<file path="src/rtl/cv32e40p_sleep_sequencer.sv">
// Sleep entry/exit sequencer for the core clock gate: drain, power-manager
// handshake, gated sleep, and a programmable settling delay on wake.
module cv32e40p_sleep_sequencer #(
   parameter int unsigned CNT_W = 16
) (
   input  logic             clk_ungated_i,
   input  logic             rst_n,
   input  logic             fetch_enable_i,
   input  logic             wfi_req_i,
   input  logic             debug_no_sleep_i,
   input  logic             wake_event_i,
   input  logic             if_busy_i,
   input  logic             lsu_busy_i,
   input  logic             apu_busy_i,
   input  logic             pm_sleep_ack_i,
   input  logic [3:0]       cfg_wake_delay_i,
   output logic             clock_en_o,
   output logic             core_sleep_o,
   output logic             pm_sleep_req_o,
   output logic             wake_done_o,
   output logic [CNT_W-1:0] sleep_cnt_o,
   output logic [2:0]       fsm_state_o
);

   typedef enum logic [2:0] {
      S_RESET = 3'd0,
      S_RUN   = 3'd1,
      S_DRAIN = 3'd2,
      S_REQ   = 3'd3,
      S_SLEEP = 3'd4,
      S_WAKE  = 3'd5
   } state_e;

   state_e           state_q, state_d;
   logic [3:0]       wake_cnt_q, wake_cnt_d;
   logic [CNT_W-1:0] sleep_cnt_q, sleep_cnt_d;
   logic             wake_done_q, wake_done_d;
   logic             busy;

   assign busy = if_busy_i | lsu_busy_i | apu_busy_i;

   always_ff @(posedge clk_ungated_i or negedge rst_n) begin
      if (!rst_n) begin
         state_q     <= S_RESET;
         wake_cnt_q  <= '0;
         sleep_cnt_q <= '0;
         wake_done_q <= 1'b0;
      end else begin
         state_q     <= state_d;
         wake_cnt_q  <= wake_cnt_d;
         sleep_cnt_q <= sleep_cnt_d;
         wake_done_q <= wake_done_d;
      end
   end

   always_comb begin
      state_d = state_q;
      case (state_q)
         S_RESET: if (fetch_enable_i) state_d = S_RUN;
         S_RUN:   if (wfi_req_i && !debug_no_sleep_i && !wake_event_i) state_d = S_DRAIN;
         S_DRAIN: begin
            if (wake_event_i || debug_no_sleep_i) state_d = S_RUN;
            else if (!busy)                       state_d = S_REQ;
         end
         S_REQ: begin
            // A pending wake beats a simultaneous ack: never gate the clock.
            if (wake_event_i)        state_d = S_WAKE;
            else if (pm_sleep_ack_i) state_d = S_SLEEP;
         end
         S_SLEEP: if (wake_event_i) state_d = S_WAKE;
         S_WAKE:  if (wake_cnt_q == 4'd0) state_d = S_RUN;
         default: state_d = S_RESET;
      endcase
   end

   always_comb begin
      wake_cnt_d  = wake_cnt_q;
      sleep_cnt_d = sleep_cnt_q;
      wake_done_d = (state_q == S_WAKE) && (state_d == S_RUN);
      if (state_d == S_WAKE && state_q != S_WAKE) begin
         wake_cnt_d = cfg_wake_delay_i;
      end else if (state_q == S_WAKE && wake_cnt_q != 4'd0) begin
         wake_cnt_d = wake_cnt_q - 4'd1;
      end
      if (state_q == S_REQ && state_d == S_SLEEP) begin
         sleep_cnt_d = '0;
      end else if (state_q == S_SLEEP && sleep_cnt_q != '1) begin
         sleep_cnt_d = sleep_cnt_q + CNT_W'(1);
      end
   end

   // Outputs decode the registered state only so the gate enable cannot glitch.
   always_comb begin
      clock_en_o     = 1'b0;
      core_sleep_o   = 1'b0;
      pm_sleep_req_o = 1'b0;
      case (state_q)
         S_RUN, S_DRAIN, S_WAKE: clock_en_o = 1'b1;
         S_REQ: begin
            clock_en_o     = 1'b1;
            pm_sleep_req_o = 1'b1;
         end
         S_SLEEP: begin
            core_sleep_o   = 1'b1;
            pm_sleep_req_o = 1'b1;
         end
         default: ;
      endcase
   end

   assign wake_done_o = wake_done_q;
   assign sleep_cnt_o = sleep_cnt_q;
   assign fsm_state_o = state_q;

endmodule
</file>
<file path="config.mk">
export PLATFORM = sky130hd
export DESIGN_NAME = cv32e40p_sleep_sequencer
export DESIGN_NICKNAME = d
export VERILOG_FILES = /design/src/rtl/cv32e40p_sleep_sequencer.sv
export SDC_FILE = /design/constraint.sdc
export NUM_CORES = 1
export LEC_CHECK = 0
export BUFFER_PORTS_ARGS = -buffer_cell sky130_fd_sc_hd__buf_2
export CAP_MARGIN = 20
export CORE_MARGIN = 10
export CORE_UTILIZATION = 47
export DETAILED_ROUTE_END_ITERATION = 6
export GPL_TIMING_DRIVEN = 0
export PLACE_DENSITY = 0.82
export SYNTH_ARGS = -nofsm -noshare
export SYNTH_HDL_FRONTEND = slang
export SYNTH_SLANG_ARGS = --single-unit
</file>
<file path="constraint.sdc">
create_clock -name clk_ungated_i -period 2.04 [get_ports clk_ungated_i]
set_clock_uncertainty 0.05 [all_clocks]
set_input_delay 0.102 -clock clk_ungated_i [delete_from_list [all_inputs] [get_ports clk_ungated_i]]
set_output_delay 0.102 -clock clk_ungated_i [all_outputs]
set_load 0.02 [all_outputs]
</file>
## Word-level counts from Yosys, hierarchy flattened

Cells that the tools add are included.

| operators by class | value |
|---|---|
| $add $sub $neg | 2 |
| equal/unequal tests | 10 |
| multiplexer cells | 16 |
| bitwise operators | 2 |
| reduce and logical (&&, ||, !) cells | 17 |

Operators with widths:

| cell | count |
|---|---|
| $mux W16 | 2 |
| $mux W3 | 8 |
| $pmux W3 S6 | 1 |
| $add A16 B1 Y16 const B | 1 |
| $ne A16 B16 Y1 const B | 1 |
| $eq A3 B3 Y1 const B | 4 |
| $mux W4 | 2 |
| $logic_and A1 B1 Y1 | 7 |
| $eq A3 B1 Y1 const B | 2 |
| $eq A3 B2 Y1 const B | 2 |
| $logic_not A4 Y1 | 1 |
| $reduce_bool A2 Y1 | 2 |
| $reduce_bool A4 Y1 | 1 |
| $reduce_or A4 Y1 | 1 |
| $sub A4 B1 Y4 const B | 1 |
| $logic_not A3 Y1 | 1 |
| $mux W1 | 3 |
| $ne A3 B3 Y1 const B | 1 |
| $logic_not A1 Y1 | 2 |
| $or A1 B1 Y1 | 2 |
| $reduce_or A2 Y1 | 1 |
| $logic_or A1 B1 Y1 | 1 |

| storage, ports and cells | value |
|---|---|
| register bits after elaboration | 24 |
| input port bits | 14 |
| output and inout port bits | 23 |
| logic and storage cells | 51 |

## Logic depth before layout (Yosys ltp)

| logic depth | value |
|---|---|
| word-level depth | 8 |
| depth in mapped cells | 6 |
| gate-level depth less buffers | 6 |

## Worst setup path after synthesis

Ideal clock, no wire load.

| timing path | value |
|---|---|
| kind | register -> register |
| start point | reg state_q[0] (netlist: fsm_state_o[0]) |
| end point | reg sleep_cnt_q[9] (netlist: sleep_cnt_o[9]) |
| setup time | 0.078 ns |
| arrival time | 2.128 ns |
| data required time | 1.912 ns |
| setup slack | -0.215 ns |
| cell stages (with the launch flop) | 7 |
| path buffers | 1 |
| period minus slack after synthesis | 2.255 ns |
| cell sequence | dfrtp_1 -> buf_2 -> or3b_4 -> inv_1 -> nand4_1 -> or4_1 -> a21oi_1 |

| between the ends | value |
|---|---|
| longest elaborated chain between the ends | 6 |
| elaborated cells between the ends (all ways) | 20 |
| classes of those cells | eq/ne: 6; mux: 10; reduce/logical: 4 |

Ends and longest elaborated chain:

| element | line | text |
|---|---|---|
| start: declaration | 34 | `state_e state_q, state_d;` |
| start signal: assignment | 49 | `state_q <= state_d;` |
| $mux W3, on equally long branches | 68, 63 |  |
| $mux W3, on equally long branches | 67, 62 |  |
| $pmux W3 S6 | 58 | `case (state_q)` |
| $eq A3 B3 Y1 | 85 | `if (state_q == S_REQ && state_d == S_SLEEP) begin` |
| $logic_and A1 B1 Y1 | 85 |  |
| $mux W16 / $reduce_bool A2 Y1 (equally long branches) | -- |  |
| end signal: assignment | 51 | `sleep_cnt_q <= sleep_cnt_d;` |
| end: declaration | 36 | `logic [CNT_W-1:0] sleep_cnt_q, sleep_cnt_d;` |

Several ways; a longest one is shown, not always the timed one.
A chain may end at the register's enable or synchronous reset.

## Worst setup path after layout

| timing path | value |
|---|---|
| start point | reg state_q[0] (netlist: fsm_state_o[0]) |
| end point | reg sleep_cnt_q[12] (netlist: sleep_cnt_o[12]) |

The elaborated chain is that of the path after synthesis.

==> results_dict.tcl <==
set metrics [dict create \
    layout.cells.most_common "buf_2" \
    max-clock-path-buffers 2 \
    hp-class "in -> reg" \
    cap_viol_max_count 0 \
    cp_data_required_time_ns 2.24 \
    synthTopCellsByArea "dfrtp_1 42%, mux2i_1 7.0%, nand2_1 4.2%" \
    cts_tree "done" \
    viasPerCell 5.916 \
    rows 19 \
    die_w_um 75.04 \
    gp_congestion 0.8875 \
    synth_top_family_by_area "simple AND/OR/NAND/NOR gates" \
    seqCellArea_um2 609.3 \
    setup_viol 0 \
    synth_compound_area_share_pct 14.41 \
    cp_slowest_cell "dfrtp_2" \
    crit_arrival_ns 2.22 \
    grt_max_degree 25 \
    syn_area_per_cell_um2 9.430 \
    final_core_util_pct 65.72 \
    regToRegStartpoint "fsm_state_o[0]$_DFF_PN0_" \
    place_area_um2 1655 \
    synth_top_area_cell "dfrtp_1" \
    grt_overflow_total 0 \
    crit_type "reg -> reg" \
    ant_nets 0 \
    grt_pass1_wl_mm 6.230 \
    numPortBuffers 36 \
    initial_core_util_pct 50.33 \
    status "completed" \
    r2r_end "sleep_cnt_o[12]$_DFFE_PN0P_" \
    grt_pass1_vias 1367 \
    wire_per_inst_um 15.57 \
    cp_common_cell "or4_4" \
    hold_violations 0 \
    diodes 0 \
    synth_edf_count 0 \
    cts_inserted_buffers 3 \
    cellLeakagePower_uw 0.0008241 \
    grt_setup_unrepaired "yes" \
    drcViolationCount 0 \
    max_freq_ghz 0.4944 \
    h-tree-depth 1 \
    p_per_area_nw_per_um2 1367 \
    synth_xor_area_share_pct 0.6151 \
    cp-start-kind "register" \
    synth_mux_area_share_pct 8.612 \
    p_total_uw 2541 \
    crit_chain "or3b_4 > or4_4 > or4_4 > a21oi_2" \
    postSynthCellCount 151 \
    yosys_warnings 0 \
    clk_pin_slew_ns 0.13 \
    dp_hpwl_mm 2.735 \
    synthToLayoutAreaGrowth_pct 30.58 \
    synthAdderAreaFrac_pct 1.757 \
    cp-startpoint "fsm_state_o[0]$_DFF_PN0_" \
    die_h_um 75.04 \
    yosysSeqAreaShare_pct 42.18 \
    first_pass_iters 4 \
    ys_ff_latch 24 \
    multi_input_area_um2 804.5 \
    drt_iter0_markers 115 \
    die-area_um2 5631 \
    async_flop_share_pct 100.0 \
    fin_area_um2 1859 \
    n_fill_cell 224 \
    drive_above_1_share_pct 37.98 \
    vdd_drop_max_mv 0.6705 \
    endpoint "sleep_cnt_o[12]$_DFFE_PN0P_" \
    syn_nets 167 \
    critPathMaxFanout 6 \
    grt_use_total_pct 13.75 \
    layout_common_cells "36 x buf_2, 17 x dfrtp_1, 16 x nand2_1" \
    layout_worst_path_cycle_share_pct 99.14 \
    yosysTopAreaCellShare_pct 42.18 \
    relSlewSlack_pct 52.27 \
    routed_wl_mm 3.722 \
    tightest_slew_ns 0.7133 \
    layout.nets 225 \
    vias 1414 \
    rr_worst_depth 4 \
    synthesis.area_um2 1424 \
    critical-path-max-stage-delay_ns 0.46 \
    ff2ff_setup_slack_ns 0.02 \
    finalMaxSlewViolations 0 \
    end_kind "register" \
    io_pins 37 \
    core-area_um2 2829 \
    clk_latency_ns 0.31 \
    clock_sinks 24 \
    fin_crit_ns 2.023 \
    synth-main-ff-cell "dfrtp_1" \
    clockRootBuffer "clkbuf_4" \
    yosys.cell_types.count 37 \
    synth_simple_gate_area_share_pct 28.91 \
    antenna_found_initial 0 \
]
-- cell usage after synthesis (2+ instances only) --
cell type and count:
nor2_1 7, o211ai_1 3, dfrtp_1 24, or3_1 4
o31ai_1 6, inv_1 8, nor3_1 2, or2_2 5
or4_1 7, mux2_2 2, nand4_1 4, nor4b_1 2
nor4_1 3, nor2b_1 2, mux2i_1 10, ha_1 2
or4_4 2, o21a_1 2, a21oi_1 11, nand3_1 3
nand2_1 16, nand3b_1 4, o21ai_0 8
-- how the worst min path moves through the flow --
| stage | start | end | slack (ns) | cells after the start |
|---|---|---|---|---|
| floorplan | rst_n | fsm_state_o[0]$_DFF_PN0_ | -0.24 | 0 |
| global placement | rst_n | sleep_cnt_o[12]$_DFFE_PN0P_ | 0.06 | 1 |
| detailed placement | rst_n | sleep_cnt_o[10]$_DFFE_PN0P_ | 0.07 | 1 |
| CTS | cfg_wake_delay_i[2] | wake_cnt_q[2]$_DFFE_PN0P_ | 0.02 | 3 |
| global route | cfg_wake_delay_i[2] | wake_cnt_q[2]$_DFFE_PN0P_ | 0.02 | 3 |
| finish | cfg_wake_delay_i[3] | wake_cnt_q[3]$_DFFE_PN0P_ | 0.02 | 3 |
-- final cells by class --
| cell class | count | area share [%] |
|---|---|---|
| Tap cell | 31 | 2.086 |
| Clock buffer | 4 | 1.952 |
| Multi-Input combinational cell | 116 | 43.27 |
| Buffer | 1 | 0.2019 |
| Sequential cell | 24 | 32.77 |
| Inverter | 8 | 1.817 |
| Timing Repair Buffer | 55 | 17.90 |
-- logic make-up after synthesis --
| family | count (synthesis) |
|---|---|
| AOI/OAI and AO/OA | 33 |
| xor gates and xnor gates | 1 |
| adders and majority gates | 2 |
| buffers and inverters | 11 |
| DFF | 24 |
| muxes | 12 |
| and+or+nand+nor | 68 |
-- routing by layer --
| metal | vias to the layer above | track usage (%) | part of all wire, % |
|---|---|---|---|
| met1 | 694 | 15.94 | 41 |
| met5 | - | 0 | 0 |
| met3 | 4 | 3.154 | 5.9 |
| li1 | 686 | - | - |
| met4 | 0 | 4.412 | 0.78 |
| met2 | 30 | 24.38 | 52 |
-- sequential cells by signal (all words and copies together) (netlist names) --
name         cells
fsm_state_o      3
wake_cnt_q       4
wake_done_o      1
sleep_cnt_o     16
-- what timing repair did --
item / in CTS / in global routing
gates resized for setup: 2 / 11
gates cloned: 0 / 0
buffers inserted: 6 / 9
pin swaps: 1 / 3
hold buffers: 4 / 0
setup endpoints to repair: 13 / 17
endpoints found under the hold margin: 27 / 0
-- critical path, delay by kind of cell, from the launching register on --
family | cells | cell delay [ns]
AOI/OAI and AO/OA | 1 | 0.12
DFF | 1 | 0.46
and+or+nand+nor | 3 | 1.33
-- where the power goes --
part           internal [uW]  leakage (uW)  switching [uW]
clock network            109     0.0000210             141
registers                697      0.000273             234
logic                    563      0.000530             797
-- through the flow --
| stage | setup TNS (ns) | hold slack [ns] | setup WS, ns | cells |
|---|---|---|---|---|
| 5_1_grt | -0.1820 | 0.01837 | -0.07440 | 239 |
| 6_report | 0 | 0.01608 | 0.01746 | 239 |
| 2_1_floorplan | -0.2038 | -0.2436 | -0.08741 | 151 |
| 3_3_place_gp | -0.08153 | 0.06399 | -0.07010 | 218 |
| 3_5_place_dp | -0.4220 | 0.06939 | -0.1166 | 218 |
| 4_1_cts | -0.002938 | 0.01926 | -0.002938 | 230 |
Power figures use the tool's default switching activity.
